<file path="src/rtl/pipeline_seq_ctrl_pkg.sv">
// rtl/pipeline_seq_ctrl_pkg.sv - shared types and helpers for the frame-pipeline sequencer
package pipeline_seq_pkg;

    typedef enum logic [1:0] {
        IDLE      = 2'd0,
        RUN       = 2'd1,
        FRAME_END = 2'd2,
        ERROR     = 2'd3
    } seq_state_t;

    localparam logic RW_WRITE = 1'b1;
    localparam logic RW_READ  = 1'b0;

    // Stage index width; a single-bit index is kept even for degenerate counts.
    function automatic int stg_width(input int n);
        return (n > 1) ? $clog2(n) : 1;
    endfunction

endpackage

</file>
<file path="src/rtl/pipeline_seq_ctrl_watchdog.sv">
// rtl/pipeline_seq_ctrl_watchdog.sv - per-stage cycle counter with limit compare
module seq_watchdog #(
    parameter int TIMEOUT_CYCLES = 65535
) (
    input  logic clk,
    input  logic rst_n,
    input  logic clear,
    output logic expired
);

    localparam int CNT_W = (TIMEOUT_CYCLES > 1) ? $clog2(TIMEOUT_CYCLES + 1) : 1;
    localparam logic [CNT_W-1:0] LIMIT = CNT_W'(TIMEOUT_CYCLES - 1);

    logic [CNT_W-1:0] cnt;

    // cnt holds the number of completed cycles in the current stage; the
    // cycle in which it equals LIMIT is the last one allowed.
    assign expired = (cnt >= LIMIT);

    always_ff @(posedge clk or negedge rst_n) begin
        if (!rst_n) begin
            cnt <= '0;
        end else if (clear) begin
            cnt <= '0;
        end else if (!expired) begin
            cnt <= cnt + CNT_W'(1);
        end
    end

endmodule

</file>
<file path="src/rtl/pipeline_seq_ctrl.sv">
// rtl/pipeline_seq_ctrl.sv - frame-pipeline stage sequencer with single/continuous modes
// Optional stage watchdog enabled by defining SEQ_TIMEOUT_EN.
module pipeline_seq_ctrl
    import pipeline_seq_pkg::*;
#(
    parameter int NUM_STAGES     = 3,
    parameter int FRAMES_W       = 8,
    parameter int TIMEOUT_CYCLES = 65535
) (
    input  logic                  clk,
    input  logic                  rst_n,
    input  logic                  start,
    input  logic                  abort,
    input  logic                  continuous,
    input  logic [FRAMES_W-1:0]   frame_count,
    input  logic [NUM_STAGES-1:0] stage_done,
    output logic [NUM_STAGES-1:0] stage_enable,
    output logic                  rwm_enable,
    output logic                  rw,
    output logic                  busy,
    output logic                  frame_done,
    output logic [FRAMES_W-1:0]   frames_completed,
    output logic                  error
);

    localparam int STG_W = stg_width(NUM_STAGES);
    localparam logic [STG_W-1:0] LAST_STG = STG_W'(NUM_STAGES - 1);

    seq_state_t       state;
    logic [STG_W-1:0] stg;
    logic             cur_done;
    logic             more_frames;
    logic             timeout_hit;
    logic [FRAMES_W:0] fc_next;

    function automatic logic [NUM_STAGES-1:0] onehot(input logic [STG_W-1:0] idx);
        return NUM_STAGES'(1) << idx;
    endfunction

    assign cur_done = stage_done[stg];

    // Extra bit keeps the "this frame plus the ones already done" compare exact at all-ones.
    assign fc_next     = {1'b0, frames_completed} + (FRAMES_W + 1)'(1);
    assign more_frames = continuous &&
                         ((frame_count == '0) || (fc_next < {1'b0, frame_count}));

`ifdef SEQ_TIMEOUT_EN
    logic wd_expired;

    seq_watchdog #(
        .TIMEOUT_CYCLES(TIMEOUT_CYCLES)
    ) u_watchdog (
        .clk    (clk),
        .rst_n  (rst_n),
        .clear  ((state != RUN) || cur_done),
        .expired(wd_expired)
    );

    assign timeout_hit = wd_expired;
`else
    logic unused_cfg;
    assign unused_cfg  = (TIMEOUT_CYCLES == 0);
    assign timeout_hit = 1'b0;
`endif

    always_ff @(posedge clk or negedge rst_n) begin
        if (!rst_n) begin
            state            <= IDLE;
            stg              <= '0;
            stage_enable     <= '0;
            rwm_enable       <= 1'b0;
            rw               <= RW_READ;
            busy             <= 1'b0;
            frame_done       <= 1'b0;
            frames_completed <= '0;
            error            <= 1'b0;
        end else if (abort) begin
            state        <= IDLE;
            stg          <= '0;
            stage_enable <= '0;
            rwm_enable   <= 1'b0;
            rw           <= RW_READ;
            busy         <= 1'b0;
            frame_done   <= 1'b0;
            error        <= 1'b0;
        end else begin
            case (state)
                IDLE: begin
                    frame_done <= 1'b0;
                    if (start) begin
                        state            <= RUN;
                        stg              <= '0;
                        stage_enable     <= onehot('0);
                        rwm_enable       <= 1'b1;
                        rw               <= RW_WRITE;
                        busy             <= 1'b1;
                        frames_completed <= '0;
                    end
                end
                RUN: begin
                    // Done takes precedence over a watchdog expiry on the same edge.
                    if (cur_done) begin
                        if (stg == LAST_STG) begin
                            state        <= FRAME_END;
                            stg          <= '0;
                            stage_enable <= '0;
                            rwm_enable   <= 1'b0;
                            rw           <= RW_READ;
                            frame_done   <= 1'b1;
                        end else begin
                            stg          <= stg + 1'b1;
                            stage_enable <= onehot(stg + 1'b1);
                            rw           <= RW_READ;
                        end
                    end else if (timeout_hit) begin
                        state        <= ERROR;
                        stage_enable <= '0;
                        rwm_enable   <= 1'b0;
                        rw           <= RW_READ;
                        error        <= 1'b1;
                    end
                end
                FRAME_END: begin
                    frame_done <= 1'b0;
                    if (!(&frames_completed)) begin
                        frames_completed <= frames_completed + FRAMES_W'(1);
                    end
                    if (more_frames) begin
                        state        <= RUN;
                        stg          <= '0;
                        stage_enable <= onehot('0);
                        rwm_enable   <= 1'b1;
                        rw           <= RW_WRITE;
                    end else begin
                        state <= IDLE;
                        busy  <= 1'b0;
                    end
                end
                ERROR: begin
                    error <= 1'b1;
                end
                default: begin
                    state <= IDLE;
                end
            endcase
        end
    end

endmodule

</file>
<file path="config.mk">
export PLATFORM = sky130hd
export DESIGN_NAME = pipeline_seq_ctrl
export DESIGN_NICKNAME = d
export VERILOG_FILES = /design/src/rtl/pipeline_seq_ctrl_pkg.sv /design/src/rtl/pipeline_seq_ctrl_watchdog.sv /design/src/rtl/pipeline_seq_ctrl.sv
export SDC_FILE = /design/constraint.sdc
export NUM_CORES = 1
export LEC_CHECK = 0
export CAP_MARGIN = 20
export CORE_UTILIZATION = 48
export DETAILED_ROUTE_END_ITERATION = 12
export PLACE_DENSITY = 0.78
export SKIP_LAST_GASP = 1
export SLEW_MARGIN = 20
export SYNTH_ARGS = -nofsm -noshare
export SYNTH_HDL_FRONTEND = slang
export SYNTH_SLANG_ARGS = --single-unit
</file>
<file path="constraint.sdc">
create_clock -name clk -period 3.2 [get_ports clk]
set_input_delay 0.64 -clock clk [delete_from_list [all_inputs] [get_ports clk]]
set_output_delay 0.64 -clock clk [all_outputs]
set_load 0.03 [all_outputs]
</file>
# Word level (Yosys, flattened, before mapping)
# Index checks and enable logic that the tools add are counted.
# totals
output_inout_bits	16
wordCells	85
reg_bits	20
input_bits	16
# op_classes
muxes	41
magnitude_cmp	2
n_eq_ne	11
n_addsub	3
n_reduce_logical	17
n_bitwise	1
shifts	1
# ops
operator	n
2-to-1 mux 2 bit	9
2-to-1 mux 1 bit	16
2-to-1 mux 8 bit	2
one-hot mux 8 bit (2 select lines)	1
2-to-1 mux 3 bit	5
!= test 3 bit (second input constant)	5
one-hot mux 2 bit (3 select lines)	2
AND reduction 4 bit	3
adder 8 x 1 -> 9 bit (second input constant)	1
less-than comparator 9 x 8 -> 1 bit	1
one-hot mux 3 bit (3 select lines)	1
adder 8 x 1 -> 8 bit (second input constant)	1
logical NOT 8 bit	1
AND reduction 8 bit	1
equality test 2 bit (second input constant)	3
one-hot mux 1 bit (3 select lines)	2
AND reduction 3 bit	2
nonzero test 3 bit	2
AND reduction 5 bit	1
!= test 2 bit (second input constant)	2
one-hot mux 1 bit (2 select lines)	2
nonzero test 2 bit	2
nonzero test 4 bit	1
less-than comparator 2 x 3 -> 1 bit (second input constant)	1
9 further kinds	9

# Logic depth before layout (Yosys ltp)
# Gate-level depths: netlist (run 1).
# logic_depth
depth_word	7
mapped_depth	11
mapped_depth_nobuf	11

# Worst setup path before layout (run 1)
# Ideal clock, no wire load.
# synth_timing
kind	register to register
start	register frames_completed[2]
end	register rw
t_required_ns	3.075
synth_period_minus_slack_ns	2.596
setup_slack_ns	0.604
setup_ns	0.125
t_arrival_ns	2.472
path_stages_with_launch	12
path_buffers	0
cell_sequence	dfrtp_1 > and3_1 > and3_1 > and3_1 > xor2_1 > ha_1 > a21oi_1 > nand2_1 > o21ai_1 > o211a_2 > o21ai_4 > mux2_2
# synth_via
elab_chain_len	6
# synth_rtl
element	line	text
start: declaration	pipeline_seq_ctrl.sv:22	output logic [FRAMES_W-1:0] frames_completed,
start signal: assignment	pipeline_seq_ctrl.sv:126	frames_completed <= frames_completed + FRAMES_W'(1);
adder 8 x 1 -> 9 bit	pipeline_seq_ctrl.sv:43	assign fc_next = {1'b0, frames_completed} + (FRAMES_W + 1)'(1);
less-than comparator 9 x 8 -> 1 bit	pipeline_seq_ctrl.sv:45	((frame_count == '0) || (fc_next < {1'b0, frame_count}));
logical OR 1 bit	pipeline_seq_ctrl.sv:45	
logical AND 1 bit	pipeline_seq_ctrl.sv:44	assign more_frames = continuous &&
!= test 3 bit (no source line)	n/a	
AND reduction 4 bit (no source line)	n/a	
end signal: assignment	pipeline_seq_ctrl.sv:72	rw <= RW_READ;
end signal: assignment	pipeline_seq_ctrl.sv:82	rw <= RW_READ;
end signal: assignment	pipeline_seq_ctrl.sv:95	rw <= RW_WRITE;
end: declaration	pipeline_seq_ctrl.sv:19	output logic rw,
# No other way between the ends.
# A chain may end at the register's enable or synchronous reset.

# Worst setup path after layout (run 1)
# layout_timing
start	register frames_completed[0]
end	register stg[0]
# layout_via
elab_chain_len	6
# layout_rtl
element	line	text
adder 8 x 1 -> 9 bit	pipeline_seq_ctrl.sv:43	
less-than comparator 9 x 8 -> 1 bit	pipeline_seq_ctrl.sv:45	
logical OR 1 bit	pipeline_seq_ctrl.sv:45	
logical AND 1 bit	pipeline_seq_ctrl.sv:44	
!= test 3 bit (no source line)	n/a	
AND reduction 4 bit (no source line)	n/a	
end signal: assignment	pipeline_seq_ctrl.sv:111	stg <= stg + 1'b1;
end: declaration	pipeline_seq_ctrl.sv:30	logic [STG_W-1:0] stg;
# No other way between the ends.

==> metrics.yaml, run 1 <==
floorplan:
  core_area_um2: 2320
  die_area_um2: 2760
  core.rowCount: 17
  die_w_um: 52.6
  io_pins: 32
  initial_utilization: 0.529
  die_h_um: 52.6
critical_path:
  cp.arrival_ps: 2860
  cp_max_fo: 7
  r2r-end: "stg[0]"
  worstSetupStartpoint: "frames_completed[0]"
  end_kind: "register"
  critPathRequiredTime_ps: 3390
  worst-setup-path-type: "reg2reg"
  reg2reg_depth: 11
  r2r-start: "frames_completed[0]"
  reg2reg_slack_ps: 530
  crit_end: "stg[0]"
  start_kind: "register"
drt:
  vias: 1104
  vias_per_cell: 5.63
  drt-pass1-iter-count: 4
  drc: 0
  ant_nets: 0
  drtIter0Drc: 24
  routed_wl_um: 2630
  wl_per_cell_um: 13.4
logic_synthesis:
  synth_seq_cells: 19
  synthCells: 137
  synth_top_flop_cell: "dfrtp_1"
  synth_edf_count: 0
  yosysWarnings: 0
  syn_nets: 161
  synth_cell_type_count: 37
  seq_area_frac_synth: 0.387
  syn_area_per_cell_um2: 8.96
  syn_area_um2: 1230
  synth-async-reset-ratio: 1.00
grt:
  grt_max_degree: 20
  grt_usage: 0.217
  grt_pass1_vias: 994
  grt_pass1_wl_um: 4330
  overflow: 0
  grt_antenna_before_repair: 0
sta:
  timing.fmax_ghz: 0.375
  tightest_slew_ps: 845
  rsz0062_at_grt: "false"
  fin_crit_sh: 0.834
  final.setup.tns_ps: 0
  fin_worst_skew_ps: 3.25
  drv_slew: 0
  final-hold-violation-count: 0
  setup_slack_ps: 530
  hold_slack_ps: 504
  period_minus_slack_ps: 2670
  maxSlewHeadroom: 0.435
  setup_viol: 0
clocking:
  cts.sinks: 19
  insertion_delay_ps: 290
  cts_resized: 0
  root_buffer: "clkbuf_4"
  ctsHoldBuffers: 0
  cts_tree: "built"
  post_cts_buffers: 0
  path_clk_slew_ps: 120
  cts_max_level: 1
  cts_buffer_depth: 2
  cts_buffers: 3
placed_design:
  post-dp-hpwl_um: 2090
  dp_cells: 192
  place_ws_ps: 387
  routabilityCongestion: 0.856
  portBuffers: 31
pwr:
  p_int_w: 0.000388
  power.share.clock: 0.216
  p_per_area_nw_per_um2: 366
  p_switching_w: 0.000190
  combPwrFrac: 0.292
  seq_power_share: 0.492
  power_leakage_nw: 0.710
  swShare: 0.329
  ir_drop_v: 0.000325
flow_run:
  max-cap-violations: 0
worst_hold_path:
  hp-class: "reg2reg"
status:
  status: "finished clean"
layout:
  drive_above_1_share: 0.0893
  final_nets: 193
  fin_cells: 196
  final_util: 0.682
  insertedDiodeCount: 0
  syn2layout_area_growth_pct: 28.7
-- per-stage QoR --
stage	cell area, um^2	power (W)
floorplan	1230	0.000387
global placement	1550	0.000457
detailed placement	1550	0.000459
CTS	1580	0.000584
global route	1580	0.000612
finish	1580	0.000579
-- final cells by class --
class / count / area [um^2]
Sequential cell: 19 / 475
Clock buffer: 3 / 22.5
Clock inverter: 1 / 5.00
Tap cell: 28 / 35.0
Inverter: 9 / 33.8
Multi-Input combinational cell: 105 / 698
Fill cell: 194 / 738
Timing Repair Buffer: 31 / 310
-- power by group through the flow --
stage                     registers (W)  logic (W)  clock network, W
after floorplan                0.000310  0.0000776                 0
after global placement         0.000289   0.000168                 0
after detailed placement       0.000288   0.000170                 0
after CTS                      0.000284   0.000171          0.000129
after global routing           0.000289   0.000182          0.000141
final                          0.000285   0.000169          0.000125
-- critical path, stage by stage, from the launching register on --
cell and delay, ps:
dfrtp_1 470, and3_1 230, and3_1 210, and3_1 190, xor2_1 150, ha_1 320
a21oi_1 160, nand2_1 70, o21ai_1 120, o211a_2 270, o21ai_4 90, mux2_2 290
-- logic make-up (layout without fill, tap and decap cells) --
kind of cell | after synthesis | after routing | share of synthesized area
AOI/OAI and AO/OA | 35 | 35 | 0.190
xor gates and xnor gates | 6 | 6 | 0.0428
adders and majority gates | 8 | 8 | 0.0816
buffers and inverters | 13 | 44 | 0.0438
DFF | 19 | 19 | 0.387
muxes | 5 | 5 | 0.0448
and+or+nand+nor | 51 | 51 | 0.210
-- routing by layer --
metal,global-route usage,part of all wire,wire length [um],vias up
met5,0,0,0,-
met2,0.350,0.47,1240,18
met4,0.0658,0.0065,17,0
met1,0.295,0.49,1300,528
met3,0.0377,0.027,72,2
li1,-,-,-,556
-- worst min path at each step --
| stage | startpoint | endpoint | slack [ps] | depth (start not counted) |
|---|---|---|---|---|
| 6_report | stage_enable[0] | stage_enable[0] | 500 | 1 |
| 3_5_place_dp | stage_enable[0] | stage_enable[0] | 480 | 1 |
| 5_1_grt | stage_enable[0] | stage_enable[0] | 530 | 1 |
| 4_1_cts | stage_enable[0] | stage_enable[0] | 510 | 1 |
| 3_3_place_gp | error | error | 480 | 2 |
| 2_1_floorplan | rst_n | busy | 340 | 0 |
-- state kept, by name (all words and copies together) (netlist names) --
register          count
stg                   2
busy                  1
stage_enable          2
state                 2
rwm_enable            1
error                 1
frame_done            1
frames_completed      8
rw                    1
-- synthesized netlist by cell type (all sizes together), types with 2 or more instances --
library cell / instances / area [um^2]
nand3: 4 / 20.0
or2: 2 / 12.5
and4: 2 / 20.0
ha: 8 / 100
xnor2: 4 / 35.0
dfrtp: 19 / 475
and3: 3 / 18.8
nand3b: 2 / 15.0
inv: 9 / 33.8
o21ai: 13 / 76.3
a31oi: 3 / 25.0
nor2: 9 / 33.8
o31ai: 3 / 22.5
nand2: 18 / 67.6
buf: 2 / 12.5
clkbuf: 2 / 7.51
a21oi: 9 / 45.0
nor4: 3 / 18.8
nand2b: 4 / 25.0
o2bb2ai: 2 / 17.5
xor2: 2 / 17.5
mux2: 4 / 45.0
-- placed cells by master, fill, tap and decap left out, drive strengths merged, types with 2 or more instances in the layout --
cell type      Yosys  routed
a21oi              9       9
o21ai             13      13
xnor2              4       4
nand3b             2       2
clkdlybuf4s50      0      31
xor2               2       2
nand2             18      18
nand2b             4       4
inv                9       9
o31ai              3       3
nor2               9       9
mux2               4       4
clkbuf             2       3
nor4               3       3
and4               2       2
dfrtp             19      19
a31oi              3       3
or2                2       2
nand3              4       4
o2bb2ai            2       2
and3               3       3
ha                 8       8
Power figures use the tool's default switching activity.
==> run 2: changes to the inputs <==
==> constraint.sdc (replaced) <==
create_clock -name clk -period 2.5 [get_ports clk]
set_input_delay 0.5 -clock clk [delete_from_list [all_inputs] [get_ports clk]]
set_output_delay 0.5 -clock clk [all_outputs]
set_load 0.03 [all_outputs]
==> metrics.yaml, run 2 (synthesized netlist as in run 1, its figures left out) <==
drt:
  drt-pass1-iter-count: 4  # unchanged
  ant_nets: 0  # unchanged
  vias: 1144  # was 1104
  wl_per_cell_um: 14.5  # was 13.4 um
  routed_wl_um: 2980  # was 2630 um
  drc: 0  # unchanged
  routed.top_layer: "met4"  # unchanged
  wl_met2_um: 1530  # was 1240 um
  vias_per_cell: 5.55  # was 5.63
  drtIter0Drc: 14  # was 24
  route.met3.wl_um: 107  # was 72 um
  met1Wirelength_um: 1290  # was 1300 um
critical_path:
  cp_slowest_stage_delay_ps: 460  # was 470 ps
  r2r-end: "stg[1]"  # was stg[0]
  reg2reg_slack_ps: -30  # was 530 ps
  cp.arrival_ps: 2730  # was 2860 ps
  worst-setup-path-type: "reg2reg"  # unchanged
  cp_slowest_cell: "dfrtp_2"  # was dfrtp_1
  crit_buf_inv: 0  # unchanged
  cp.depth: 11  # unchanged
  critical-path-top-delay-family: "simple AND/OR/NAND/NOR gates"  # unchanged
  cp_max_fo: 5  # was 7
  critPathRequiredTime_ps: 2700  # was 3390 ps
  reg2reg_depth: 11  # unchanged
  end_kind: "register"  # unchanged
  path_common_cell: "and3_4"  # was and3_1
  r2r-start: "frames_completed[1]"  # was frames_completed[0]
  crit_path_cell_trace: "and3_4 -> and3_4 -> and3_4 -> xor2_2 -> ha_1 -> a21oi_1 -> nand2_1 -> o21ai_2 -> o211a_4 -> o21ai_4 -> mux2_4"  # was and3_1 -> and3_1 -> and3_1 -> xor2_1 -> ha_1 -> a21oi_1 -> nand2_1 -> o21ai_1 -> o211a_2 -> o21ai_4 -> mux2_2
  start_kind: "register"  # unchanged
layout:
  mostFrequentLayoutCell: "clkdlybuf4s50_1"  # unchanged
  design_area_um2: 1720  # was 1580 um^2
  largest_register_ffs: 8  # unchanged
  final_util: 0.743  # was 0.682
  insertedDiodeCount: 0  # unchanged
  largest_register: "frames_completed"  # unchanged
  syn2layout_area_growth_pct: 40.3  # was 28.7%
  n_fill_cell: 181  # was 194
  final_nets: 203  # was 193
  drive_above_1_share: 0.191  # was 0.0893
  layout_common_cells: "clkdlybuf4s50_1 (31), nand2_1 (18), dfrtp_1 (16)"  # was clkdlybuf4s50_1 (31), dfrtp_1 (19), nand2_1 (18)
sta:
  drv_slew: 0  # unchanged
  rsz0062_at_grt: "true"  # was false
  maxSlewHeadroom: 0.713  # was 0.435
  tightest_slew_ps: 430  # was 845 ps
  setup_slack_ps: -34.3  # was 530 ps
  final-hold-violation-count: 0  # unchanged
  setup_viol: 4  # was 0
  timing.fmax_ghz: 0.395  # was 0.375 GHz
  period_minus_slack_ps: 2530  # was 2670 ps
  final.setup.tns_ps: -131  # was 0 ps
  fin_worst_skew_ps: 1.12  # was 3.25 ps
  fin_crit_sh: 1.01  # was 0.834
clocking:
  insertion_delay_ps: 300  # was 290 ps
  cts_buffers: 3  # unchanged
  root_buffer: "clkbuf_4"  # unchanged
  cts_max_level: 1  # unchanged
  cts_tree: "built"  # unchanged
  cts_buffer_depth: 2  # unchanged
  cts.sinks: 19  # unchanged
  path_clk_slew_ps: 100  # was 120 ps
pwr:
  swShare: 0.321  # was 0.329
  power.share.clock: 0.208  # was 0.216
  p_per_area_nw_per_um2: 438  # was 366 nW/um^2
  p_int_w: 0.000512  # was 0.000388 W
  combPwrFrac: 0.307  # was 0.292
  ir_drop_v: 0.000583  # was 0.000325 V
  power_leakage_nw: 0.757  # was 0.710 nW
  p_total_w: 0.000754  # was 0.000579 W
  seq_power_share: 0.485  # was 0.492
  p_switching_w: 0.000242  # was 0.000190 W
floorplan:
  die_h_um: 52.6  # unchanged
  die_area_um2: 2760  # unchanged
  core_area_um2: 2320  # unchanged
  die_w_um: 52.6  # unchanged
  initial_utilization: 0.529  # unchanged
  io_pins: 32  # unchanged
  core.rowCount: 17  # unchanged
placed_design:
  place_area_um2: 1640  # was 1550 um^2
  routabilityCongestion: 0.850  # was 0.856
  post-dp-hpwl_um: 2250  # was 2090 um
  portBuffers: 31  # unchanged
grt:
  grt_antenna_before_repair: 0  # unchanged
  overflow: 0  # unchanged
  grt_usage: 0.238  # was 0.217
  grt_pass1_wl_um: 4730  # was 4330 um
  grt_max_degree: 20  # unchanged
  grt_pass1_vias: 1142  # was 994
worst_hold_path:
  holdPathStages: 1  # unchanged
  hp-class: "reg2reg"  # unchanged
  hp-start: "rwm_enable"  # was stage_enable[0]
  worstHoldEndpoint: "rwm_enable"  # was stage_enable[0]
status:
  status: "finished, violations left"  # was finished clean
  violations: "setup timing"
flow_run:
  max-cap-violations: 0  # unchanged
## run 2: cell types whose count changed in the layout (fill, tap and decap cells not counted), sizes merged
cell	before	now
clkinv	1	0
clkbuf	3	4
buf	0	10
## run 2: worst register-to-register path, stage by stage, from the launching register on
cell and delay, ps:
dfrtp_2 460, and3_4 190, and3_4 170, and3_4 180, xor2_2 140, ha_1 310, a21oi_1 140, nand2_1 100
o21ai_2 150, o211a_4 190, o21ai_4 90, mux2_4 310
## run 2: final cells by class
type | instances | area (um^2) | area share
sequential | 19 | 479 | 0.278
clock buffer | 4 | 26.3 | 0.0153
tap | 28 | 35.0 | 0.0203
multi-input combinational | 105 | 762 | 0.443
timing repair buffer | 41 | 385 | 0.224
inverter | 9 | 33.8 | 0.0196
## run 2: timing repair
item / CTS / global route
gates resized for setup: 8 / 4
pin swaps: 5 / 2
endpoints found under the setup margin: 7 / 7
setup buffers: 0 / 1
hold buffers: 0 / 0
## run 2: power by group through the flow
| stage | combinational (W) | sequential [W] | clock [W] |
|---|---|---|---|
| floorplan | 0.000100 | 0.000396 | 0 |
| global placement | 0.000217 | 0.000369 | 0 |
| detailed placement | 0.000221 | 0.000370 | 0 |
| CTS | 0.000233 | 0.000364 | 0.000162 |
| global route | 0.000248 | 0.000369 | 0.000170 |
| finish | 0.000231 | 0.000366 | 0.000157 |
## run 2: through the flow
| step | cells | setup slack [ps] | hold slack (ps) |
|---|---|---|---|
| 4_1_cts | 205 | 2.05 | 511 |
| 2_1_floorplan | 137 | -17.3 | 204 |
| 5_1_grt | 206 | -101 | 529 |
| 3_5_place_dp | 201 | -113 | 486 |
| 6_report | 206 | -34.3 | 507 |
| 3_3_place_gp | 201 | -77.1 | 480 |
## run 2: how the worst max path moves through the flow
| stage | to | start | slack [ps] |
|---|---|---|---|
| 2_1_floorplan | rw | frames_completed[1] | -20 |
| 3_3_place_gp | stage_enable[1] | frame_count[2] | -80 |
| 3_5_place_dp | stg[1] | frame_count[2] | -110 |
| 4_1_cts | stg[1] | frames_completed[1] | 2 |
| 5_1_grt | stg[1] | frames_completed[1] | -100 |
| 6_report | stg[1] | frames_completed[1] | -30 |
## run 2: routing by layer
layer  global-route usage  vias up
met5                    0        -
met4                0.105        0
met3               0.0348        7
met2                0.430       28
met1                0.274      539
li1                     -      570
==> run 3: changes to the inputs <==
--- a/config.mk
+++ b/config.mk
@@ -8,9 +8,11 @@
 export CAP_MARGIN = 20
 export CORE_UTILIZATION = 48
 export DETAILED_ROUTE_END_ITERATION = 12
+export MAX_ROUTING_LAYER = met4
 export PLACE_DENSITY = 0.78
 export SKIP_LAST_GASP = 1
 export SLEW_MARGIN = 20
 export SYNTH_ARGS = -nofsm -noshare
 export SYNTH_HDL_FRONTEND = slang
+export SYNTH_HIERARCHICAL = 1
 export SYNTH_SLANG_ARGS = --single-unit
==> metrics.yaml, run 3 <==
status:
  status: "finished, violations left"  # unchanged
  violations: "setup timing"  # unchanged
logic_synthesis:
  synth_top_flop_cell: "dfrtp_1"  # unchanged
  yosysWarnings: 6  # was 0
  netlist.area_leader.share: 0.387  # unchanged
  synth-async-reset-ratio: 1.00  # unchanged
  synth_cell_type_count: 37  # unchanged
  synth_seq_cells: 19  # unchanged
  synthCells: 137  # unchanged
  synth_top_area_cell: "dfrtp_1"  # unchanged
  ys_top_cells_by_area: "dfrtp_1 (39%), ha_1 (8.2%), nand2_1 (5.5%)"  # unchanged
  syn_area_um2: 1230  # unchanged
  synth.most_common_cell: "dfrtp_1"  # unchanged
  synth_edf_count: 0  # unchanged
  syn_nets: 161  # unchanged
  synth_commonest_cells: "dfrtp_1 (19), nand2_1 (18), o21ai_0 (11)"  # unchanged
  syn_area_per_cell_um2: 8.96  # unchanged
  seq_area_frac_synth: 0.387  # unchanged
placed_design:
  post-dp-hpwl_um: 2250  # unchanged
  portBuffers: 31  # unchanged
  place_area_um2: 1640  # unchanged
  place_ws_ps: -113  # unchanged
  routabilityCongestion: 0.864  # was 0.850
sta:
  rsz0062_at_grt: "true"  # unchanged
  period_minus_slack_ps: 2530  # about the same
  fin_crit_sh: 1.01  # about the same
  drv_slew: 0  # unchanged
  final-hold-violation-count: 0  # unchanged
  setup_viol: 4  # unchanged
  setup_slack_ps: -34.3  # about the same
  fin_worst_skew_ps: 1.09  # was 1.12 ps
  maxSlewHeadroom: 0.713  # unchanged
  timing.fmax_ghz: 0.395  # about the same
  tightest_slew_ps: 430  # unchanged
  hold_slack_ps: 507  # about the same
layout:
  mostFrequentLayoutCell: "clkdlybuf4s50_1"  # unchanged
  largest_register: "frames_completed"  # unchanged
  layout_common_cells: "clkdlybuf4s50_1 (31), nand2_1 (18), dfrtp_1 (16)"  # unchanged
  largest_register_ffs: 8  # unchanged
  syn2layout_area_growth_pct: 40.3  # unchanged
  insertedDiodeCount: 0  # unchanged
  drive_above_1_share: 0.191  # unchanged
  design_area_um2: 1720  # unchanged
  n_fill_cell: 181  # unchanged
  final_nets: 203  # unchanged
clocking:
  insertion_delay_ps: 300  # about the same
  cts_max_level: 1  # unchanged
  ctsHoldBuffers: 0  # unchanged
  cts_tree: "built"  # unchanged
  path_clk_slew_ps: 100  # about the same
  cts_buffers: 3  # unchanged
  cts.sinks: 19  # unchanged
  cts_buffer_depth: 2  # unchanged
  root_buffer: "clkbuf_4"  # unchanged
drt:
  drt-pass1-iter-count: 4  # unchanged
  vias: 1144  # unchanged
  drc: 0  # unchanged
  ant_nets: 0  # unchanged
  wl_per_cell_um: 14.5  # unchanged
  vias_per_cell: 5.55  # unchanged
  routed_wl_um: 2980  # unchanged
  drtIter0Drc: 14  # unchanged
pwr:
  power_leakage_nw: 0.757  # unchanged
  ir_drop_v: 0.000582  # was 0.000583 V
  p_total_w: 0.000754  # about the same
  p_per_area_nw_per_um2: 438  # about the same
flow_run:
  max-cap-violations: 0  # unchanged
critical_path:
  cp_max_fo: 5  # unchanged
  critPathRequiredTime_ps: 2700  # about the same
  start_kind: "register"  # unchanged
  worst-setup-path-type: "reg2reg"  # unchanged
  end_kind: "register"  # unchanged
  cp.arrival_ps: 2730  # about the same
floorplan:
  core_area_um2: 2320  # unchanged
  io_pins: 32  # unchanged
  die_h_um: 52.6  # unchanged
  initial_utilization: 0.529  # unchanged
  die_area_um2: 2760  # unchanged
  die_w_um: 52.6  # unchanged
  core.rowCount: 17  # unchanged
grt:
  grt_usage: 0.245  # was 0.238
  overflow: 0  # unchanged
  grt_max_degree: 20  # unchanged
  grt_pass1_vias: 1142  # unchanged
  grt_pass1_wl_um: 4730  # about the same
  grt_antenna_before_repair: 0  # unchanged
worst_hold_path:
  hp-class: "reg2reg"  # unchanged
-- run 3: cell counts after synthesis --
Identical to the previous run, type by type.
-- run 3: final timing paths --
check,startpoint,end,slack (ps),depth (start not counted)
setup / recovery,frames_completed[1],stg[1],-30,11
hold / removal,rwm_enable,rwm_enable,510,1
setup reg to reg,frames_completed[1],stg[1],-30,11
hold reg to reg,rwm_enable,rwm_enable,510,1
max in group asynchronous,rst_n,frames_completed[1],1760,2
min in group asynchronous,rst_n,busy,520,2
-- run 3: cell type report --
| class | instances | area (um^2) | area share |
|---|---|---|---|
| Sequential cell | 19 | 479 | 0.278 |
| Tap cell | 28 | 35.0 | 0.0203 |
| Inverter | 9 | 33.8 | 0.0196 |
| Multi-Input combinational cell | 105 | 762 | 0.443 |
| Timing Repair Buffer | 41 | 385 | 0.224 |
| Clock buffer | 4 | 26.3 | 0.0153 |
-- run 3: report_power, final --
part	internal, W	leakage, nW	switching, W	total, W
Combinational	0.000115	0.490	0.000116	0.000231
Clock	0.0000622	0.0150	0.0000944	0.000157
Sequential	0.000335	0.252	0.0000309	0.000366
Total	0.000512	0.757	0.000242	0.000754
-- run 3: cell families (layout without fill, tap and decap cells) --
family                   after synthesis  after routing  synth area share
multiplexers                           5              5            0.0448
XOR/XNOR                               6              6            0.0428
buffers and inverters                 13             54            0.0438
flip-flops                            19             19             0.387
adder cells (fa/ha/maj)                8              8            0.0816
AO/OA/AOI/OAI                         35             35             0.190
AND/OR/NAND/NOR                       51             51             0.210
-- run 3: routing by layer --
| metal | global-route usage | routed length [um] | part of all wire |
|---|---|---|---|
| met5 | - | 0 | 0 |
| met4 | 0.105 | 62 | 0.021 |
| met3 | 0.0348 | 107 | 0.036 |
| met2 | 0.430 | 1530 | 0.51 |
| met1 | 0.274 | 1290 | 0.43 |
-- run 3: per-stage QoR --
stage	util	setup TNS (ps)	std cells
floorplan	-	-69.2	137
global placement	0.706	-306	201
detailed placement	0.706	-449	201
CTS	0.730	0	205
global route	0.743	-450	206
finish	0.743	-131	206
-- run 3: worst max-delay path: stages (launching register included) --
cell and delay [ps]:
dfrtp_2 460, and3_4 190, and3_4 170, and3_4 180, xor2_2 140, ha_1 310, a21oi_1 140, nand2_1 100
o21ai_2 150, o211a_4 190, o21ai_4 90, mux2_4 310
-- run 3: repair_timing --
action | CTS | global route
buffers inserted | 0 | 1
gates resized for setup | 8 | 4
endpoints found under the setup margin | 7 | 7
pin swaps | 5 | 2
endpoints found under the hold margin | 0 | 0
==> edit, RTL diff (flow settings as in run 1) <==
The option `SEQ_TIMEOUT_EN` is turned on by a define.
--- a/src/rtl/pipeline_seq_ctrl.sv
+++ b/src/rtl/pipeline_seq_ctrl.sv
@@ -1,4 +1,6 @@
 // rtl/pipeline_seq_ctrl.sv - frame-pipeline stage sequencer with single/continuous modes
 // Optional stage watchdog enabled by defining SEQ_TIMEOUT_EN.
+`define SEQ_TIMEOUT_EN
+
 module pipeline_seq_ctrl
     import pipeline_seq_pkg::*;
Check against the original RTL: no difference found for any inputs over 10 cycles, from zero or initial values and one cycle with rst_n low; that may be too few to reach the edited logic, so the function may still have changed.
==> edit against run 1 <==
Maximum frequency is 10% lower; wire length is 75% higher; power is 140% higher; setup slack worse by 0.31 ns; combinational power grew to 3.1 times the old value; cell area is 70% higher; sequential share of layout area is 3.4 points higher; sequential power is 93% higher; area after synthesis is 81% higher; sequential cell count is 17 higher; die area is 78% higher; global-route usage is 1.3 points lower; largest cell class unchanged.
==> edit: results <==
critical_path:
  r2r_setup_slack_ns: 0.22
  reg2regPathDepth: 12
  cp_max_fo: 6
  crit_start: "frames_completed[1]"
  reg2reg_to: "stage_enable[0]"
placement:
  place_ws_ns: 0.116
  placed_area_um2: 2600
  gp_congestion: 0.868
  dp_hpwl_um: 3400
  dp_cells: 316
detailed_routing:
  first_iter_violations: 82
sta:
  fin_skew_ns: 0.00626
  hold_ws_ns: 0.510
  tightest_slew_ns: 0.510
global_routing:
  grt_pass1_vias: 1778
  grtUsageTotal: 0.205
  grt_pass1_wl_um: 7880
synth:
  netlist_top_cells_count: "dfrtp_1, nor2_1, inv_1"
  synth_nets: 263
  yosys-top-cells-area: "dfrtp_1, ha_1, nor2_1"
  post_synth_xor_area_fraction: 0.0709
  synthMuxAreaShare: 0.0248
  synth-adder-area-share: 0.0788
  yosysSeqAreaShare: 0.405
  avgSynthCellArea_um2: 9.54
run_status:
  status: "complete, no violations"
floorplan:
  start_util: 0.504
power_and_ir_drop:
  power_leakage_nw: 1.22
worst_hold_path:
  hold_depth: 2
  holdPathEnd: "u_watchdog.cnt[15]"
  hp-start: "u_watchdog.cnt[15]"
finish:
  num-fill-cells: 376
cts:
  h-tree-depth: 2
  cts.clk_slew.worst_paths_ns: 0.08
==> edit: changes by cell type after synthesis, sizes merged, moves of 6 or more <==
cell	change
dfrtp	+17
xnor2	+7
nor2	+26
inv	+11
ha	+6
nand3	+7
==> edit: metal layers <==
metal  global-route usage  share of wire  vias to the layer above
met1                0.250           0.46                      852
met4                0.104          0.026                        0
met5                    0              0                        -
li1                     -              -                      882
met2                0.329           0.48                       30
met3               0.0577          0.035                       11
==> edit: area by class of cell <==
type                       count  area (um2)  share of cell area
multi-input combinational    174        1230               0.457
sequential                    36         901               0.335
timing repair buffer          34         333               0.124
inverter                      20        75.1              0.0279
clock buffer                   5        68.8              0.0256
tap                           52        65.1              0.0242
clock inverter                 3        18.8             0.00698
==> edit: where the power goes <==
group | switching, mW | internal, mW | leakage, nW | total, mW
Sequential | 0.0431 | 0.508 | 0.493 | 0.551
Clock | 0.173 | 0.152 | 0.0479 | 0.325
Combinational | 0.295 | 0.225 | 0.679 | 0.521
Total | 0.512 | 0.885 | 1.22 | 1.40
